### src/rtl/aeolus_pkg.sv
// Shared definitions for the Aeolus data-RAM arbiter: width defaults,
// port indices, access type and arbiter state encoding.
package aeolus_pkg;

    localparam int ADDR_W_DEF = 8;
    localparam int DATA_W_DEF = 8;

    // Requester indices: the CPU core and the loader/debug port
    localparam int PORT_CPU  = 0;
    localparam int PORT_LOAD = 1;

    typedef enum logic {
        ACC_READ  = 1'b0,
        ACC_WRITE = 1'b1
    } acc_t;

    // One bit per granted port, so the grant outputs decode straight from the register
    typedef enum logic [1:0] {
        ST_IDLE = 2'b00,
        ST_G0   = 2'b01,
        ST_G1   = 2'b10
    } arb_state_t;

    function automatic acc_t acc_of(input logic we);
        return we ? ACC_WRITE : ACC_READ;
    endfunction

endpackage

### src/rtl/rr_pick2.sv
// Combinational two-way picker: one-hot winner among the effective requests,
// breaking ties either by round-robin on the last winner or by fixed priority.
module rr_pick2
    import aeolus_pkg::*;
#(
    parameter bit FIXED_PRIO = 1'b0
) (
    input  logic       eff0,
    input  logic       eff1,
    input  logic       last,
    output logic [1:0] win,
    output logic       any
);

    logic tie0;

    // Port 0 wins a tie when priority is fixed or when port 1 won last time
    always_comb begin
        win             = 2'b00;
        tie0            = FIXED_PRIO ? 1'b1 : last;
        win[PORT_CPU]   = eff0 & (~eff1 | tie0);
        win[PORT_LOAD]  = eff1 & ~win[PORT_CPU];
        any             = eff0 | eff1;
    end

endmodule

### src/rtl/aeolus_mem_arbiter.sv
// Two-port arbiter sharing the single-port synchronous data RAM between the
// CPU core (port 0) and the loader/debug port (port 1). The winning access is
// registered onto the RAM pins; a read returns its rvalid strobe one cycle later.
module aeolus_mem_arbiter
    import aeolus_pkg::*;
#(
    parameter int ADDR_W     = ADDR_W_DEF,
    parameter int DATA_W     = DATA_W_DEF,
    parameter int FIXED_PRIO = 0
) (
    input  logic              boardCLK,
    input  logic              reset,
    input  logic              req0,
    input  logic              req1,
    input  logic              we0,
    input  logic              we1,
    input  logic [ADDR_W-1:0] addr0,
    input  logic [ADDR_W-1:0] addr1,
    input  logic [DATA_W-1:0] wdata0,
    input  logic [DATA_W-1:0] wdata1,
    output logic              gnt0,
    output logic              gnt1,
    output logic              rvalid0,
    output logic              rvalid1,
    output logic [DATA_W-1:0] rdata,
    output logic              memEn,
    output logic              memWe,
    output logic [ADDR_W-1:0] memAddr,
    output logic [DATA_W-1:0] memWdata,
    input  logic [DATA_W-1:0] memRdata
);

    arb_state_t        state;
    arb_state_t        state_nxt;
    logic              last;
    logic              last_nxt;
    logic              eff0;
    logic              eff1;
    logic [1:0]        win;
    logic              any;
    logic              mem_we_nxt;
    logic [ADDR_W-1:0] mem_addr_nxt;
    logic [DATA_W-1:0] mem_wdata_nxt;

    assign gnt0 = state[PORT_CPU];
    assign gnt1 = state[PORT_LOAD];

    // A port that holds a grant this cycle is not re-sampled, so it cannot
    // win twice in a row and the other port always gets its turn
    assign eff0 = req0 & ~gnt0;
    assign eff1 = req1 & ~gnt1;

    assign rdata = memRdata;

    rr_pick2 #(
        .FIXED_PRIO (FIXED_PRIO != 0)
    ) u_pick (
        .eff0 (eff0),
        .eff1 (eff1),
        .last (last),
        .win  (win),
        .any  (any)
    );

    // Next grant state and RAM-side mux; address/data/we hold when nobody wins
    always_comb begin
        state_nxt     = ST_IDLE;
        last_nxt      = last;
        mem_we_nxt    = memWe;
        mem_addr_nxt  = memAddr;
        mem_wdata_nxt = memWdata;
        if (win[PORT_CPU]) begin
            state_nxt     = ST_G0;
            last_nxt      = 1'b0;
            mem_we_nxt    = (acc_of(we0) == ACC_WRITE);
            mem_addr_nxt  = addr0;
            mem_wdata_nxt = wdata0;
        end else if (win[PORT_LOAD]) begin
            state_nxt     = ST_G1;
            last_nxt      = 1'b1;
            mem_we_nxt    = (acc_of(we1) == ACC_WRITE);
            mem_addr_nxt  = addr1;
            mem_wdata_nxt = wdata1;
        end
    end

    // Grant state and last winner; last resets to port 1 so port 0 wins the first tie
    always_ff @(posedge boardCLK) begin
        if (reset) begin
            state <= ST_IDLE;
            last  <= 1'b1;
        end else begin
            state <= state_nxt;
            last  <= last_nxt;
        end
    end

    // RAM pins and read-return strobes; memWe here still describes the granted access
    always_ff @(posedge boardCLK) begin
        if (reset) begin
            memEn    <= 1'b0;
            memWe    <= 1'b0;
            memAddr  <= '0;
            memWdata <= '0;
            rvalid0  <= 1'b0;
            rvalid1  <= 1'b0;
        end else begin
            memEn    <= any;
            memWe    <= mem_we_nxt;
            memAddr  <= mem_addr_nxt;
            memWdata <= mem_wdata_nxt;
            rvalid0  <= gnt0 & ~memWe;
            rvalid1  <= gnt1 & ~memWe;
        end
    end

endmodule

### config.mk
export PLATFORM = sky130hd
export DESIGN_NAME = aeolus_mem_arbiter
export DESIGN_NICKNAME = d
export VERILOG_FILES = /design/src/rtl/aeolus_pkg.sv /design/src/rtl/rr_pick2.sv /design/src/rtl/aeolus_mem_arbiter.sv
export SDC_FILE = /design/constraint.sdc
export NUM_CORES = 1
export LEC_CHECK = 0
export CAP_MARGIN = 20
export CORE_ASPECT_RATIO = 0.5
export CORE_MARGIN = 3
export CORE_UTILIZATION = 36
export DETAILED_ROUTE_END_ITERATION = 7
export PLACE_DENSITY = 0.84
export SLEW_MARGIN = 20
export SYNTH_ARGS = -nofsm -noshare
export SYNTH_HDL_FRONTEND = slang
export SYNTH_SLANG_ARGS = --single-unit
### constraint.sdc
create_clock -name boardCLK -period 1.7 [get_ports boardCLK]
set_input_delay 0.255 -clock boardCLK [delete_from_list [all_inputs] [get_ports boardCLK]]
set_output_delay 0.255 -clock boardCLK [all_outputs]
set_load 0.02 [all_outputs]
Word level (Yosys, flattened, before mapping)
Cells that the tools add are included.
Widths: inputs -> output; s select.

storage, ports and cells
  register bits after elaboration = 23
  output and inout bits = 30
  input bits = 46

operators by class
  bitwise logic cells = 13
  mux-type cells = 12
  reduce and logical (&&, ||, !) cells = 2

operators with widths
  kind               number
  $mux 8             4
  $mux 1             7
  $and 1x1->1        6
  $not 1->1          5
  $mux 2             1
  $or 1x1->1         2
  $reduce_bool 2->1  1
  $reduce_or 2->1    1

Longest topological paths before layout
  depth in word-level cells = 9
  depth in mapped cells = 5
  depth with buffers taken out = 3

Modules after synthesis
Synthesis repeated with hierarchy kept, for this count alone.

second synthesis, totals
  cells, all modules = 103
  area total of the unflattened synthesis = 1062.3 um^2

by module, submodules not included
  module              instances  area each (um^2)  cells each
  aeolus_mem_arbiter  1          1037.2            99
  rr_pick2            1          25.0              4

Worst setup path before layout
OpenSTA, ideal clock, no wires.

  kind = reg2reg
  start point = reg state[1]
  end point = reg memAddr[0]
  setup slack = 0.216 ns
  cell stages (with the launch flop) = 6
  data arrival time = 1.364 ns
  clock period less this slack = 1.484 ns
  setup time = 0.120 ns
  path through = dfxtp_1 or3b_1 buf_6 buf_6 and4b_1 a211o_1

between the ends
  cells in the longest elaborated chain, start to end = 8

ends and longest elaborated chain
  element                      line                       RTL
  start, declared              aeolus_mem_arbiter.sv:33   arb_state_t state;
  start signal, assigned       aeolus_mem_arbiter.sv:93   state <= state_nxt;
  $not 1->1 (*)                aeolus_mem_arbiter.sv:51   assign eff1 = req1 & ~gnt1;
  $and 1x1->1 (*)              aeolus_mem_arbiter.sv:51
  $not 1->1                    rr_pick2.sv:21             win[PORT_CPU] = eff0 & (~eff1 | tie0);
  $or 1x1->1                   rr_pick2.sv:21
  $and 1x1->1                  rr_pick2.sv:21
  $not 1->1                    rr_pick2.sv:22             win[PORT_LOAD] = eff1 & ~win[PORT_CPU];
  $and 1x1->1                  rr_pick2.sv:22
  $reduce_bool 2->1 (no line)  -
  end signal, assigned         aeolus_mem_arbiter.sv:110  memAddr <= mem_addr_nxt;
  end, declared                aeolus_mem_arbiter.sv:28   output logic [ADDR_W-1:0] memAddr,

Every way passes the cells marked *; elsewhere a longest branch is shown, timed or not.
A chain may end at the register's enable or synchronous reset.

Worst setup path in the final report
  start point = in req1
  end point = reg memWe

between the ends
  cells in the longest elaborated chain, start to end = 7

ends and longest elaborated chain
  element                      line                       RTL
  start, declared              aeolus_mem_arbiter.sv:14   input logic req1,
  $and 1x1->1 (*)              aeolus_mem_arbiter.sv:51
  $not 1->1                    rr_pick2.sv:21
  $or 1x1->1                   rr_pick2.sv:21
  $and 1x1->1                  rr_pick2.sv:21
  $not 1->1                    rr_pick2.sv:22
  $and 1x1->1                  rr_pick2.sv:22
  $reduce_bool 2->1 (no line)  -
  end signal, assigned         aeolus_mem_arbiter.sv:109  memWe <= mem_we_nxt;
  end, declared                aeolus_mem_arbiter.sv:27   output logic memWe,

Marks and branches as above.

==> results.cfg <==
[synthesis]
yosysWarningCount = 0
mean_cell_area_of_the_mapped_netlist_um2 = 9.49
synth.distinct_cells = 20
synth.top_cell.area_share_pct = 37.9
post_synth_instance_area_um2 = 1210
yosys-top-cells-area = dfxtp_1, and4b_1, a2111oi_0
synth_nets = 174
synth_largest_area_cell = dfxtp_1
synth-seq-cells = 23
synthCells = 128
portion_of_the_post_synthesis_area_used_by_sequential_elements_pct = 37.9

[min_path]
worstHoldPathType = reg -> reg
hold_depth = 1

[cells_and_area]
layout.cells.most_common = clkdlybuf4s50_1
fin_cells = 214
post-route-util_pct = 59.0
fill_cells = 273
layout_area_overhead_pct = 51.5
num-nets-final = 221
layout_common_cells = clkdlybuf4s50_1, dfxtp_1
insertedDiodeCount = 0
post_route_cells_drive_above_1_share_pct = 5.75
final-seq-area_um2 = 460
multiInputGateArea_um2 = 553

[grt]
gr-usage-all-layers_pct = 15.9
maximum_number_of_pins_on_one_net_before_global_route_repair = 37
global_route.overflow_total = 0
first_global_vias = 1135
wire_length_of_the_first_global_routing_pass_mm = 5.15
number_of_antenna_violations_at_the_first_check_in_global_routing = 0

[critical_path]
worst_path_largest_cell_delay_ps = 470
cp_data_arrival_time_ps = 1700
r2r-end = memWe
cpMaxStageDelayCell = clkdlybuf4s50_1
critPathMaxFanout = 18
regToRegSetupSlack_ps = 180
path_class = in -> reg
worstPathCellList = clkdlybuf4s50_1, or3b_1, buf_4, and4b_1, a211o_1
worstSetupEndpointType = register
reg2reg_depth = 3
crit_start = req1
startpoint_of_the_most_critical_register_to_register_path = state[1]
timing.critical_path.to = memWe
startpoint_type = primary input
cp_data_required_time_ps = 1850

[die]
core_region_area_um2 = 3120
die-area_um2 = 4150
die_y_um = 47.1
start_util_pct = 39.0
io_pins = 76
die_w_um = 88.2
core_rows = 14

[run_status]
status = complete, no violations

[timing]
layout_worst_path_cycle_share_pct = 91.2
finClkSkew_ps = 1.75
timing.final.hold_violations = 0
report.final.setup_viol = 0
maxSlewViolCount = 0
layout_min_cycle_time_ps = 1550
rsz0062_at_grt = false
final_ws_setup_ps = 149
clock.fmax_ghz = 0.645
worst_pin_slew_ps = 666
relSlewSlack_pct = 55.6

[route]
detail_routed_net_length_per_standard_cell_um = 15.8
route.vias.total = 1156
routed_wirelength_mm = 3.38
ant_nets = 0
vias_per_cell = 5.40
post-route-drc-count = 0
drt_iter0_markers = 80
drt_first_pass_iters = 4

[placed_design]
pre_cts_slack_ps = -135
io_buffer_count = 59
weighted_congestion_reported_at_the_end_of_routability_driven_placement = 0.737
dpl.hpwl_mm = 2.38
placedCellCount = 210

[clocking]
cts_inserted_buffers = 3
cts_resized = 0
tritoncts = built
clkSinkCount = 23
cts_buffer_depth = 2
clock_tree_root = clkbuf_8
htree_levels = 1
post_cts.repair.setup_buffers = 0
clk_transition_reported_paths_ps = 80
cts_hold_buffers = 0
clkLatencyLatePin_ps = 260

[pwr]
leakagePower_nw = 0.867
irDropWorstVdd_mv = 0.392
power_per_cell_area_nw_per_um2 = 729

[job]
max_cap_violations = 0
synth_stat cells (all sizes together):
library cell,count
or3b,1
and4b,17
dfxtp,23
nand2,1
nand2b,3
a21oi,1
a21o,1
buf,13
inv,17
nor2,1
clkbuf,11
and3b,1
nor2b,1
a211oi,1
nor3b,2
a211o,17
a2111oi,17
layout make-up:
| type | count | area share, % |
|---|---|---|
| Clock buffer | 4 | 2.45 |
| Sequential cell | 23 | 25.0 |
| Timing Repair Buffer | 66 | 36.3 |
| Tap cell | 40 | 2.72 |
| Multi-Input combinational cell | 64 | 30.0 |
| Inverter | 17 | 3.47 |
flip-flops by register name (all words and copies together) (netlist names):
name / count
last: 1
memAddr: 8
memEn: 1
memWdata: 8
memWe: 1
rvalid0: 1
rvalid1: 1
state: 2
where the power goes:
group	switching [mW]	internal (mW)	total [mW]
Clock	0.170	0.167	0.337
Combinational	0.172	0.220	0.393
Sequential	0.0267	0.585	0.612
how the worst min path moves through the flow:
stage | startpoint | end | slack (ps)
2_1_floorplan | req0 | memEn | 420
3_3_place_gp | memWdata[7] | memWdata[7] | 450
3_5_place_dp | memAddr[1] | memAddr[1] | 450
4_1_cts | memWdata[6] | memWdata[6] | 470
5_1_grt | memWdata[4] | memWdata[4] | 500
6_report | memAddr[1] | memAddr[1] | 470
routing by layer:
layer / vias up / part of all wire, % / global-route usage (%)
li1: 567 / - / -
met1: 554 / 45 / 19.5
met2: 31 / 51 / 31.0
met3: 4 / 3.2 / 2.98
met4: 0 / 0.83 / 2.11
met5: - / 0 / 0
cell families after synthesis:
kind of cell	count (synthesis)	synth area share, %
DFF	23	37.9
buffers and inverters	41	16.6
and+or+nand+nor	27	19.4
AOI/OAI and AO/OA	37	26.2
stage by stage:
stage / setup TNS (ps) / hold slack (ps) / power (mW) / area (um2)
after detailed placement: -1760 / 453 / 1.02 / 1800
after floorplan: 0 / 425 / 0.826 / 1210
after global routing: 0 / 500 / 1.40 / 1840
after global placement: -1490 / 447 / 1.01 / 1800
final: 0 / 470 / 1.34 / 1840
after CTS: 0 / 473 / 1.35 / 1840
critical path, delay by kind of cell:
kind                   cells  cell delay [ps]
and+or+nand+nor            2              550
AOI/OAI and AO/OA          1              230
buffers and inverters      2              670
Power figures use the tool's default switching activity.
